[src/rtl/mux_scan_sequencer.sv]
`default_nettype none
// ============================================================================
// Module      : mux_scan_sequencer
// Description : Drives the sel lines of a 4:1 mux through a masked, ascending,
//               non-wrapping scan. Each enabled channel gets a programmable
//               settle time before its mux output is captured into sample[].
//               Start/busy/done handshake toward the requesting host logic.
// Revision    : 1.0 - initial release
// ============================================================================
module mux_scan_sequencer #(
    parameter int SETTLE_CYCLES = 2,   // 0..15, counter is 4 bits
    parameter int SEL_BIT_SWAP  = 1    // 1: sel = {ch[0], ch[1]}; 0: sel = ch
) (
    input  logic       clk,
    input  logic       rst,
    input  logic       start,
    input  logic       abort,
    input  logic [3:0] mask,
    input  logic       mux_out,
    output logic [1:0] sel,
    output logic       busy,
    output logic       done,
    output logic [3:0] sample
);

    localparam logic [3:0] C_SETTLE = 4'(SETTLE_CYCLES);

    typedef enum logic [1:0] {
        S_IDLE    = 2'd0,
        S_SETTLE  = 2'd1,
        S_CAPTURE = 2'd2,
        S_FINISH  = 2'd3
    } state_t;

    state_t     state_q, state_d;
    logic [1:0] ch_q, ch_d;
    logic [3:0] cnt_q, cnt_d;
    logic [3:0] mask_q, mask_d;
    logic [1:0] sel_q, sel_d;
    logic       busy_q, busy_d;
    logic       done_q, done_d;
    logic [3:0] sample_q, sample_d;

    logic [1:0] w_first_ch;
    logic [1:0] w_next_ch;
    logic       w_next_found;

    // The mux decodes sel[1] as the channel LSB in the swapped wiring.
    function automatic logic [1:0] sel_of(input logic [1:0] ch);
        if (SEL_BIT_SWAP != 0) begin
            return {ch[0], ch[1]};
        end
        return ch;
    endfunction

    // Lowest set bit of the incoming mask, and lowest latched-mask bit above ch.
    // Iterating downward leaves the lowest qualifying index as the final value.
    always_comb begin
        w_first_ch   = 2'd0;
        w_next_ch    = 2'd0;
        w_next_found = 1'b0;
        for (int i = 3; i >= 0; i--) begin
            if (mask[i]) begin
                w_first_ch = 2'(i);
            end
            if (mask_q[i] && (i > int'(ch_q))) begin
                w_next_ch    = 2'(i);
                w_next_found = 1'b1;
            end
        end
    end

    // Next-state and registered-output logic for the scan FSM.
    always_comb begin
        state_d  = state_q;
        ch_d     = ch_q;
        cnt_d    = cnt_q;
        mask_d   = mask_q;
        sel_d    = sel_q;
        busy_d   = busy_q;
        done_d   = 1'b0;
        sample_d = sample_q;

        case (state_q)
            S_IDLE: begin
                busy_d = 1'b0;
                if (start) begin
                    if (mask != 4'd0) begin
                        mask_d   = mask;
                        ch_d     = w_first_ch;
                        sel_d    = sel_of(w_first_ch);
                        cnt_d    = C_SETTLE;
                        // Disabled channels must read 0 after the scan.
                        sample_d = sample_q & mask;
                        busy_d   = 1'b1;
                        state_d  = S_SETTLE;
                    end else begin
                        sample_d = 4'd0;
                        done_d   = 1'b1;
                        state_d  = S_FINISH;
                    end
                end
            end

            S_SETTLE: begin
                if (abort) begin
                    busy_d  = 1'b0;
                    state_d = S_IDLE;
                end else if (cnt_q == 4'd0) begin
                    state_d = S_CAPTURE;
                end else begin
                    cnt_d = cnt_q - 4'd1;
                end
            end

            S_CAPTURE: begin
                // Abort wins over a capture on the same edge.
                if (abort) begin
                    busy_d  = 1'b0;
                    state_d = S_IDLE;
                end else begin
                    sample_d[ch_q] = mux_out;
                    if (w_next_found) begin
                        ch_d    = w_next_ch;
                        sel_d   = sel_of(w_next_ch);
                        cnt_d   = C_SETTLE;
                        state_d = S_SETTLE;
                    end else begin
                        busy_d  = 1'b0;
                        done_d  = 1'b1;
                        state_d = S_FINISH;
                    end
                end
            end

            default: begin
                busy_d  = 1'b0;
                state_d = S_IDLE;
            end
        endcase
    end

    // State and output registers with synchronous reset.
    always_ff @(posedge clk) begin
        if (rst) begin
            state_q  <= S_IDLE;
            ch_q     <= 2'd0;
            cnt_q    <= 4'd0;
            mask_q   <= 4'd0;
            sel_q    <= 2'd0;
            busy_q   <= 1'b0;
            done_q   <= 1'b0;
            sample_q <= 4'd0;
        end else begin
            state_q  <= state_d;
            ch_q     <= ch_d;
            cnt_q    <= cnt_d;
            mask_q   <= mask_d;
            sel_q    <= sel_d;
            busy_q   <= busy_d;
            done_q   <= done_d;
            sample_q <= sample_d;
        end
    end

    assign sel    = sel_q;
    assign busy   = busy_q;
    assign done   = done_q;
    assign sample = sample_q;

endmodule
`default_nettype wire

[config.mk]
export PLATFORM = sky130hd
export DESIGN_NAME = mux_scan_sequencer
export DESIGN_NICKNAME = d
export VERILOG_FILES = /design/src/rtl/mux_scan_sequencer.sv
export SDC_FILE = /design/constraint.sdc
export NUM_CORES = 1
export LEC_CHECK = 0
export CORE_AREA = 2 2 55 42
export CTS_BUF_LIST = sky130_fd_sc_hd__clkbuf_16
export DETAILED_ROUTE_END_ITERATION = 16
export DIE_AREA = 0 0 57 44
export PLACE_DENSITY = 0.78
export SYNTH_ARGS = -nofsm -noshare
export SYNTH_HDL_FRONTEND = slang
export SYNTH_SLANG_ARGS = --single-unit
[constraint.sdc]
create_clock -name clk -period 2.13 [get_ports clk]
set_input_delay 0.426 -clock clk [delete_from_list [all_inputs] [get_ports clk]]
set_output_delay 0.426 -clock clk [all_outputs]
set_load 0.05 [all_outputs]
==> flow_summary.yaml <==
critical_path:
  cp.depth: 1
  cp_data_required_time_ps: 1700
  cpMaxStageDelayCell: "clkdlybuf4s50_1"
  cpPeakStageDelay_ps: 860
  r2r_cells: 6
  setup.worst_path.start_class: "register"
  cp.arrival_ps: 1590
  path_cells: "clkdlybuf4s50_1"
  crit_buf_inv: 1
  cpLargestDelayFamily: "buffers and inverters"
  cp-end-kind: "primary output"
  worst-path-max-fanout: 8
  crit_type: "register to primary output"
synth:
  avgSynthCellArea_um2: 8.57
  async_flop_share_pct: 0
  synth_area_um2: 960
  synthCells: 112
  synth_top_area_cell: "dfxtp_1"
  netlist_top_cells_area: "dfxtp_1 35%, nor2_1 3.9%, a21oi_1 3.7%"
  synth.top_cell.area_share_pct: 35.5
  synth_edf_count: 0
  synth_top_flop_cell: "dfxtp_1"
  syn_nets: 122
  synth_seq_cells: 17
  synthDistinctLibCells: 40
  synth_warnings: 0
  ys_seq_area_share_pct: 35.5
sta:
  drv_slew: 0
  relSlewSlack_pct: 66.4
  fmax_mhz: 497
  fin_crit_sh_pct: 94.5
  report.final.hold_viol_count: 0
  tightest_slew_ps: 503
  setup_tns_ps: 0
  fin_ws_ps: 116
  finalSetupViolations: 0
  skew_ps: 1.32
  rsz0062_at_grt: "false"
  min_period_ps: 2010
worst_hold_path:
  hp-class: "register to register"
  hold-path-cell-count: 1
floorplanning:
  dieHeight_um: 44
  ios: 17
  core_area_um2: 2000
  initial_utilization_pct: 48.1
  dieWidth_um: 57
  dieArea_um2: 2510
  num_rows: 14
clock_tree:
  cts_buffers: 3
  clock_sinks: 17
  cts_setup_buffers: 0
  clockBufferDepth: 2
  cts.repair.resized: 0
  cts_tree: "yes"
  h-tree-depth: 1
  clock_latency_ps: 250
  postCtsHoldBufs: 0
  clk_pin_slew_worst_paths_ps: 50
  cts_root_buffer: "clkbuf_16"
cells_and_area:
  nets: 151
  fillers: 160
  fin_util_pct: 65.0
  layout-drive-gt1-share_pct: 17.9
  n_antenna_cell: 0
  regArea_um2: 340
  multi_input_area_um2: 571
  areaGrowthSynthToFinish_pct: 35.2
route:
  wl_per_cell_um: 15.5
  viasPerCell: 6.02
  drt-initial-drc-count: 50
  drt-total-wl_mm: 2.54
  firstDrtPassIters: 5
  ant_nets: 0
  num_vias: 988
  drc: 0
grt:
  grt_pass1_wl_mm: 4.29
  grt_max_degree: 15
  grt_overflow: 0
  grt_usage_pct: 22.1
  antenna_found_initial: 0
  grt_pass1_vias: 976
power:
  p_total_mw: 0.928
  vdd.ir_drop.worst_mv: 0.769
  p_leak_nw: 0.491
  powerDensity_nw_per_um2: 715
placement:
  place_ws_ps: 21.4
  port-buffer-count: 16
  place_congestion: 0.846
  dpl.hpwl_mm: 1.84
run:
  max_cap_violations: 0
run_status:
  outcome: "finished clean"
==> power breakdown <==
group,internal (mW),switching (mW)
clock network,0.251,0.125
logic,0.0865,0.109
registers,0.334,0.0216
==> cell usage after synthesis (3+ instances only) <==
library cell	count
a31oi_1	3
a21oi_1	7
dfxtp_1	17
a22oi_1	3
inv_1	9
o211ai_1	4
nor3_1	4
nand2b_1	5
a311oi_1	3
nor2_1	10
nand2_1	9
==> registers in the layout (all words and copies together), names as in the netlist <==
name     count
mask_q       3
sample       4
done         1
ch_q         1
sel          1
cnt_q        4
busy         1
state_q      2
==> cell families after synthesis <==
group / Yosys count / share of synthesized area, %
buffers and inverters: 12 / 5.09
DFF: 17 / 35.5
xor gates and xnor gates: 1 / 0.913
AOI/OAI and AO/OA: 37 / 30.2
muxes: 2 / 2.09
adders and majority gates: 1 / 1.30
and+or+nand+nor: 42 / 24.9
==> per-stage QoR <==
stage / area [um^2] / hold slack [ps] / cells
2_1_floorplan: 960 / 494 / 112
3_3_place_gp: 1220 / 490 / 160
3_5_place_dp: 1220 / 488 / 160
4_1_cts: 1300 / 502 / 164
5_1_grt: 1300 / 525 / 164
6_report: 1300 / 498 / 164
==> placed cells by master (no fill, tap or decap), types with 3 or more instances in the layout <==
cell type / Yosys / layout
nand2_1: 9 / 9
inv_1: 9 / 9
nand2b_1: 5 / 5
buf_4: 1 / 11
nor3_1: 4 / 4
a31oi_1: 3 / 3
a22oi_1: 3 / 3
clkdlybuf4s50_1: 0 / 16
a311oi_1: 3 / 3
a21oi_1: 7 / 7
clkbuf_16: 0 / 3
dfxtp_1: 17 / 17
nor2_1: 10 / 10
o211ai_1: 4 / 4
==> metal layers <==
layer / up-vias / routed length (um) / GRT usage, %
met2: 39 / 1110 / 34.3
li1: 487 / - / -
met5: - / 0 / 0
met3: 4 / 138 / 7.76
met4: 0 / 19 / 5.12
met1: 458 / 1270 / 29.8
==> area by class of cell <==
type	count	share of cell area [%]
multi-input combinational	83	44.0
sequential	17	26.2
timing repair buffer	27	18.7
clock buffer	3	5.79
inverter	9	2.60
tap	24	2.31
clock inverter	1	0.386
==> final timing paths <==
| check | slack (ps) | endpoint | startpoint |
|---|---|---|---|
| worst max-delay path | 120 | sel[0] | sel[0]$_SDFFE_PP0P_ |
| worst min-delay path | 500 | sample[1]$_SDFFE_PP0P_ | sample[1]$_SDFFE_PP0P_ |
| worst max register to register | 400 | cnt_q[1]$_SDFFE_PP0P_ | cnt_q[0]$_SDFFE_PP0P_ |
| worst min register to register | 500 | sample[1]$_SDFFE_PP0P_ | sample[1]$_SDFFE_PP0P_ |
(Power assumes the default switching activity.)
